File: config.mk
export PLATFORM = sky130hd
export DESIGN_NAME = fb_scanout
export DESIGN_NICKNAME = d
export VERILOG_FILES = /design/src/rtl/fb_scanout.sv
export SDC_FILE = /design/constraint.sdc
export NUM_CORES = 1
export LEC_CHECK = 0
export ABC_AREA = 1
export BUFFER_PORTS_ARGS = -buffer_cell sky130_fd_sc_hd__buf_2
export CAP_MARGIN = 15
export CORE_ASPECT_RATIO = 0.9
export CORE_MARGIN = 2
export CORE_UTILIZATION = 45
export CTS_CLUSTER_DIAMETER = 30
export CTS_CLUSTER_SIZE = 40
export DETAILED_ROUTE_END_ITERATION = 8
export PLACE_DENSITY = 0.68
export SLEW_MARGIN = 20
export SYNTH_ARGS = -nofsm -noshare
export SYNTH_HDL_FRONTEND = slang
export SYNTH_SLANG_ARGS = --single-unit
File: constraint.sdc
create_clock -name clk -period 2 [get_ports clk]
set_input_delay 0.3 -clock clk [delete_from_list [all_inputs] [get_ports clk]]
set_output_delay 0.3 -clock clk [all_outputs]
set_load 0.01 [all_outputs]
File: src/rtl/fb_scanout.sv
// Framebuffer scan-out engine: walks a raster at one pixel per 4 clks, fetches
// RGB565 pixels from a synchronous framebuffer and emits registered RGB444 with syncs.
module fb_scanout #(
  parameter int H_ACTIVE = 640,
  parameter int H_FP     = 16,
  parameter int H_SYNC   = 96,
  parameter int H_BP     = 48,
  parameter int V_ACTIVE = 480,
  parameter int V_FP     = 10,
  parameter int V_SYNC   = 2,
  parameter int V_BP     = 33
) (
  input  logic        clk,
  input  logic        rst,
  output logic [18:0] src_addr,
  output logic        src_rd,
  input  logic [15:0] src_data,
  output logic        hs,
  output logic        vs,
  output logic [3:0]  r,
  output logic [3:0]  g,
  output logic [3:0]  b,
  output logic        frame_start
);

  localparam int H_TOTAL = H_ACTIVE + H_FP + H_SYNC + H_BP;
  localparam int V_TOTAL = V_ACTIVE + V_FP + V_SYNC + V_BP;

  localparam logic [9:0] H_LAST = 10'(H_TOTAL - 1);
  localparam logic [9:0] V_LAST = 10'(V_TOTAL - 1);
  localparam logic [9:0] H_ACT  = 10'(H_ACTIVE);
  localparam logic [9:0] V_ACT  = 10'(V_ACTIVE);
  localparam logic [9:0] HS_BEG = 10'(H_ACTIVE + H_FP);
  localparam logic [9:0] HS_END = 10'(H_ACTIVE + H_FP + H_SYNC);
  localparam logic [9:0] VS_BEG = 10'(V_ACTIVE + V_FP);
  localparam logic [9:0] VS_END = 10'(V_ACTIVE + V_FP + V_SYNC);

  logic [1:0]  phase;
  logic [9:0]  h_cnt;
  logic [9:0]  v_cnt;
  logic [18:0] addr_cnt;
  logic [15:0] pix_q;
  logic        active;
  logic        rd_slot;
  logic        last_px;

  // NOTE: combinational decode uses blocking '=' with a default first, so no
  // path through the block can leave a variable unassigned and infer a latch.
  always_comb begin
    active  = 1'b0;
    rd_slot = 1'b0;
    last_px = 1'b0;
    active  = (h_cnt < H_ACT) && (v_cnt < V_ACT);
    rd_slot = active && (phase == 2'd0);
    last_px = (h_cnt == H_ACT - 10'd1) && (v_cnt == V_ACT - 10'd1);
  end

  // NOTE: state registers use non-blocking '<=' so every flop samples the
  // pre-edge values of the others, independent of block ordering.
  always_ff @(posedge clk or posedge rst) begin
    if (rst) begin
      phase <= 2'd0;
      h_cnt <= 10'd0;
      v_cnt <= 10'd0;
    end else begin
      phase <= phase + 2'd1;
      if (phase == 2'd3) begin
        if (h_cnt == H_LAST) begin
          h_cnt <= 10'd0;
          v_cnt <= (v_cnt == V_LAST) ? 10'd0 : v_cnt + 10'd1;
        end else begin
          h_cnt <= h_cnt + 10'd1;
        end
      end
    end
  end

  // Running row-major address; folds back to 0 after the last visible pixel
  // so it is already 0 when the next frame starts.
  always_ff @(posedge clk or posedge rst) begin
    if (rst) begin
      addr_cnt <= 19'd0;
    end else if (rd_slot) begin
      addr_cnt <= last_px ? 19'd0 : addr_cnt + 19'd1;
    end
  end

  // NOTE: the pixel register is pure datapath; it is only ever consumed when
  // the slot is active (after a fresh capture), so it carries no reset.
  always_ff @(posedge clk) begin
    if (phase == 2'd1 && active) begin
      pix_q <= src_data;
    end
  end

  // Outputs load on the last clk of a slot, so they become visible at phase 3
  // and hold through phases 0-2 of the following slot.
  always_ff @(posedge clk or posedge rst) begin
    if (rst) begin
      r  <= 4'd0;
      g  <= 4'd0;
      b  <= 4'd0;
      hs <= 1'b1;
      vs <= 1'b1;
    end else if (phase == 2'd2) begin
      r  <= active ? pix_q[15:12] : 4'd0;
      g  <= active ? pix_q[10:7]  : 4'd0;
      b  <= active ? pix_q[4:1]   : 4'd0;
      hs <= !((h_cnt >= HS_BEG) && (h_cnt < HS_END));
      vs <= !((v_cnt >= VS_BEG) && (v_cnt < VS_END));
    end
  end

  // Strobes are gated by rst so they are quiet during reset and fire in the
  // very first clk after release.
  assign src_addr    = addr_cnt;
  assign src_rd      = rd_slot && !rst;
  assign frame_start = !rst && (phase == 2'd0) && (h_cnt == 10'd0) && (v_cnt == 10'd0);

endmodule
After elaboration in Yosys (flattened, before gate mapping)
Cells that the tools add are included.

storage, ports and cells
  flip-flop bits (word level) = 71
  bits of input ports = 18
  output and inout bits = 35
  logic and storage cells = 50

cells by class
  add/sub/neg operators = 4
  magnitude comparators = 6
  eq/ne operators = 7
  multiplexer cells = 6
  reductions and logical operators = 17

operator list
  kind                                                                                   number
  10-bit == test (second input constant)                                                 3
  10-bit by 1-bit adder with 10-bit output (second input constant)                       2
  10-bit logical NOT                                                                     2
  10-bit < comparator (second input constant)                                            2
  10-bit by 9-bit < comparator with 1-bit output (second input constant)                 2
  10-bit 2-to-1 mux                                                                      2
  19-bit by 1-bit adder with 19-bit output (second input constant)                       1
  19-bit 2-to-1 mux                                                                      1
  4-bit 2-to-1 mux                                                                       3
  10-bit by 9-bit == test with 1-bit output (second input constant)                      1
  10-bit greater-or-equal comparator (second input constant)                             1
  10-bit by 9-bit greater-or-equal comparator with 1-bit output (second input constant)  1
  1-bit logical AND                                                                      10
  2-bit == test (second input constant)                                                  2
  1-bit logical NOT                                                                      3
  2-bit by 1-bit adder with 2-bit output (second input constant)                         1
  2-bit by 1-bit == test with 1-bit output (second input constant)                       1
  2-bit logical NOT                                                                      1
  2-bit AND reduction                                                                    1

Depth between registers and ports, before layout
  word-level depth = 4
  gate-level depth with buffers = 10
  gate-level depth less buffers = 9

Least setup slack after synthesis
OpenSTA, ideal clock, no wires.

  kind = flip-flop to flip-flop
  start point = register h_cnt[9]
  end point = register pix_q[10] (enable)
  library setup time = 0.380 ns
  arrival = 1.464 ns
  required time = 1.620 ns
  slack = 0.155 ns
  cell stages (with the launch flop) = 5
  path buffers = 1
  period minus slack after synthesis = 1.845 ns
  path through = dfrtp_1 > a21oi_2 > nand3_2 > clkbuf_1 > nor2_1

between the ends
  longest elaborated chain between the ends = 3

ends and longest elaborated chain
  what                    RTL line  RTL
  start, declared         39        logic [9:0] h_cnt;
  start signal, assigned  72        h_cnt <= h_cnt + 10'd1;
  10-bit < comparator     53        active = (h_cnt < H_ACT) && (v_cnt < V_ACT);
  1-bit logical AND       53
  1-bit logical AND       91        if (phase == 2'd1 && active) begin
  end signal, assigned    92        pix_q <= src_data;
  end, declared           42        logic [15:0] pix_q;

Every way passes these cells.
A chain may end at the register's enable or synchronous reset.

Worst setup path in the final report
  start point = register phase[1]
  end point = output port frame_start

between the ends
  longest elaborated chain between the ends = 4

ends and longest elaborated chain
  what                            RTL line  RTL
  start, declared                 38        logic [1:0] phase;
  start signal, assigned          66        phase <= phase + 2'd1;
  2-bit logical NOT               118       assign frame_start = !rst && (phase == 2'd0) && (h_cnt == 10'd0) && (v_cnt == 10'd0);
  1-bit logical AND (3 in a row)  118
  end, declared                   23        output logic frame_start

Every way passes these cells.

==> flow_summary.ini <==
[status]
outcome = finished clean

[critical_path]
crit_required_ns = 1.70
critPathKind = flop to output port
critical_path.max_fanout = 3
cp-end-kind = output port
critPathArrivalTime_ns = 1.63
cp-start-kind = flop

[die]
fp.coreArea_um2 = 7540
io_pins = 53
row_count = 30
start_util_pct = 46.3
die_w_um = 96.9
dieArea_um2 = 8490
die_h_um = 87.6

[routing]
vias_per_cell = 5.09
wl_per_cell_um = 12.8
wl_um = 7750
drcViolationCount = 0
first_iter_violations = 133
ant_nets = 0
vias = 3082
drt_pass1_iterations = 5

[synthesis]
syn_nets = 464
ys_ff_latch = 67
yosysWarnings = 0
synth_top_cell_area_share_pct = 38.0
synth_area_leader_cell = dfrtp_1
yosysSeqAreaShare_pct = 49.8
synth_edf_count = 12
yosys.cell_types.count = 34
avgSynthCellArea_um2 = 8.00
ys_async_sr_fraction_pct = 82.1
yosys_most_used_dff = dfrtp_1
synthCells = 437
synthTopCellsByArea = dfrtp_1, nand2_1, edfxtp_1
syn_area_um2 = 3490

[placement]
place.gp.congestion = 0.903
place_ws_ns = 0.311
dp_hpwl_um = 5480
post-place-cells = 581
io_buffers = 48

[timing]
timing.final.ws_setup_ns = 0.0735
maxSlewViolCount = 0
worst_pin_slew_ns = 0.437
slew_headroom_pct = 70.8
max_freq_mhz = 519
skew_ns = 0.00827
layout_min_cycle_time_ns = 1.93
whs_ns = 0.115
setup_viol = 0
finalHoldViolations = 0
min_period_over_period_pct = 96.3

[finish]
layout_common_cells = nand2_1, dfrtp_1, inv_1
drive_gt1_share_pct = 21.6
area_delta_synth_final_pct = 19.7
mostFrequentLayoutCell = nand2_1
num_antenna_cells = 0
multi_input_area_um2 = 1500
ff_latch_area_um2 = 1740
final_nets = 532
finalNonFillerCells = 606
fill_cells = 676

[cts]
root_buffer = clkbuf_8
cts_sinks = 67
cts.path.max_buffers = 2
clock_latency_ns = 0.35
path_clk_slew_ns = 0.08
cts_tree = done
h-tree-depth = 3
cts_buffers = 9

[pwr]
internal-power_w = 0.00201
finalPower_w = 0.00263
combinationalPowerShare_pct = 2.7
p_leak_nw = 2.09
p_sw_share_pct = 23.6
worst_ir_drop_vdd_v = 0.000462
seq_power_share_pct = 53.4
p_sw_w = 0.000623
power_density_nw_per_um2 = 630
p_clk_share_pct = 43.9

[hold_path]
hold_path.class = input pin to flop

[global_route]
grtUsageTotal_pct = 19.2
grt_start_max_net_pins = 38
grt_overflow = 0
grt_pass1_wl_um = 13000
grt_pass1_vias = 2850
antenna_found_initial = 0

[job]
max_cap_viol_count = 0
cells by family after synthesis:
family                     after synthesis  synth area share [%]
adders and majority gates                9                  3.22
and+or+nand+nor                        232                  29.1
buffers and inverters                   72                  8.34
AOI/OAI and AO/OA                       49                  7.59
DFF                                     67                  49.8
xor gates and xnor gates                 8                  2.01
through the flow:
step	cell area (um^2)	utilization [%]	TNS (ns)
2_1_floorplan	3490	-	0
3_3_place_gp	3880	51.4	0
3_5_place_dp	3880	51.4	0
4_1_cts	4090	54.2	0
5_1_grt	4180	55.5	-0.0288
6_report	4180	55.5	0
cells in the mapped netlist, drive strengths merged, types with 2 or more instances:
master    n
a21oi    10
a31oi     2
buf       5
clkbuf    4
dfrtp    53
dfstp     2
edfxtp   12
ha        9
inv      62
nand2   117
nand3    30
nand4    23
nor2     49
nor3     10
o21ai    32
o21bai    2
xor2      7
state kept, by name (all words and copies together), names as in the netlist:
| signal | flops |
|---|---|
| r | 4 |
| g | 4 |
| vs | 1 |
| v_cnt | 10 |
| b | 4 |
| phase | 2 |
| hs | 1 |
| pix_q | 12 |
| src_addr | 19 |
| h_cnt | 10 |
worst paths after layout:
path	to	from	depth (start not counted)	slack, ns
setup / recovery	frame_start	phase[1]$_DFF_PP0_	7	0.07
hold / removal	pix_q[14]$_DFFE_PP_	src_data[14]	1	0.12
setup reg to reg	src_addr[2]$_DFFE_PP0P_	v_cnt[0]$_DFFE_PP0P_	9	0.25
hold reg to reg	hs$_DFFE_PP1N_	hs$_DFFE_PP1N_	2	0.47
max in group asynchronous	vs$_DFFE_PP1N_	rst	4	0.88
min in group asynchronous	h_cnt[7]$_DFFE_PP0N_	rst	3	0.51
cell type report:
| class | instances | share of cell area (%) |
|---|---|---|
| Tap cell | 96 | 2.87 |
| Multi-Input combinational cell | 298 | 35.8 |
| Timing Repair Buffer | 66 | 9.42 |
| Clock buffer | 9 | 2.96 |
| Clock inverter | 7 | 1.73 |
| Sequential cell | 67 | 41.6 |
| Inverter | 63 | 5.65 |
layer usage:
metal  track usage (%)  share of wire (%)
met4              7.30                1.6
met3              4.63                4.3
met1              25.0                 47
met2              31.5                 47
met5                 0                  0
power by group through the flow:
stage,logic [W],clock network (W),registers [W]
floorplan,0.0000247,0,0.00144
global placement,0.0000698,0,0.00143
detailed placement,0.0000730,0,0.00143
CTS,0.0000745,0.00119,0.00141
global route,0.0000814,0.00126,0.00141
finish,0.0000709,0.00116,0.00141
repair_timing:
item | 4_1_cts | 5_1_grt
hold buffers | 1 | 0
setup buffers | 0 | 8
pin swaps | 0 | 5
setup endpoints to repair | 1 | 1
resized for setup | 1 | 12
hold endpoints to repair | 18 | 0
worst max-delay path, stage by stage (launching register included):
cell and delay (ns):
dfrtp_1 0.40, inv_1 0.08, ha_2 0.19, inv_1 0.07, nor3_2 0.14, nand3_1 0.10, nor2_1 0.14, buf_2 0.15
(Power assumes the default switching activity.)
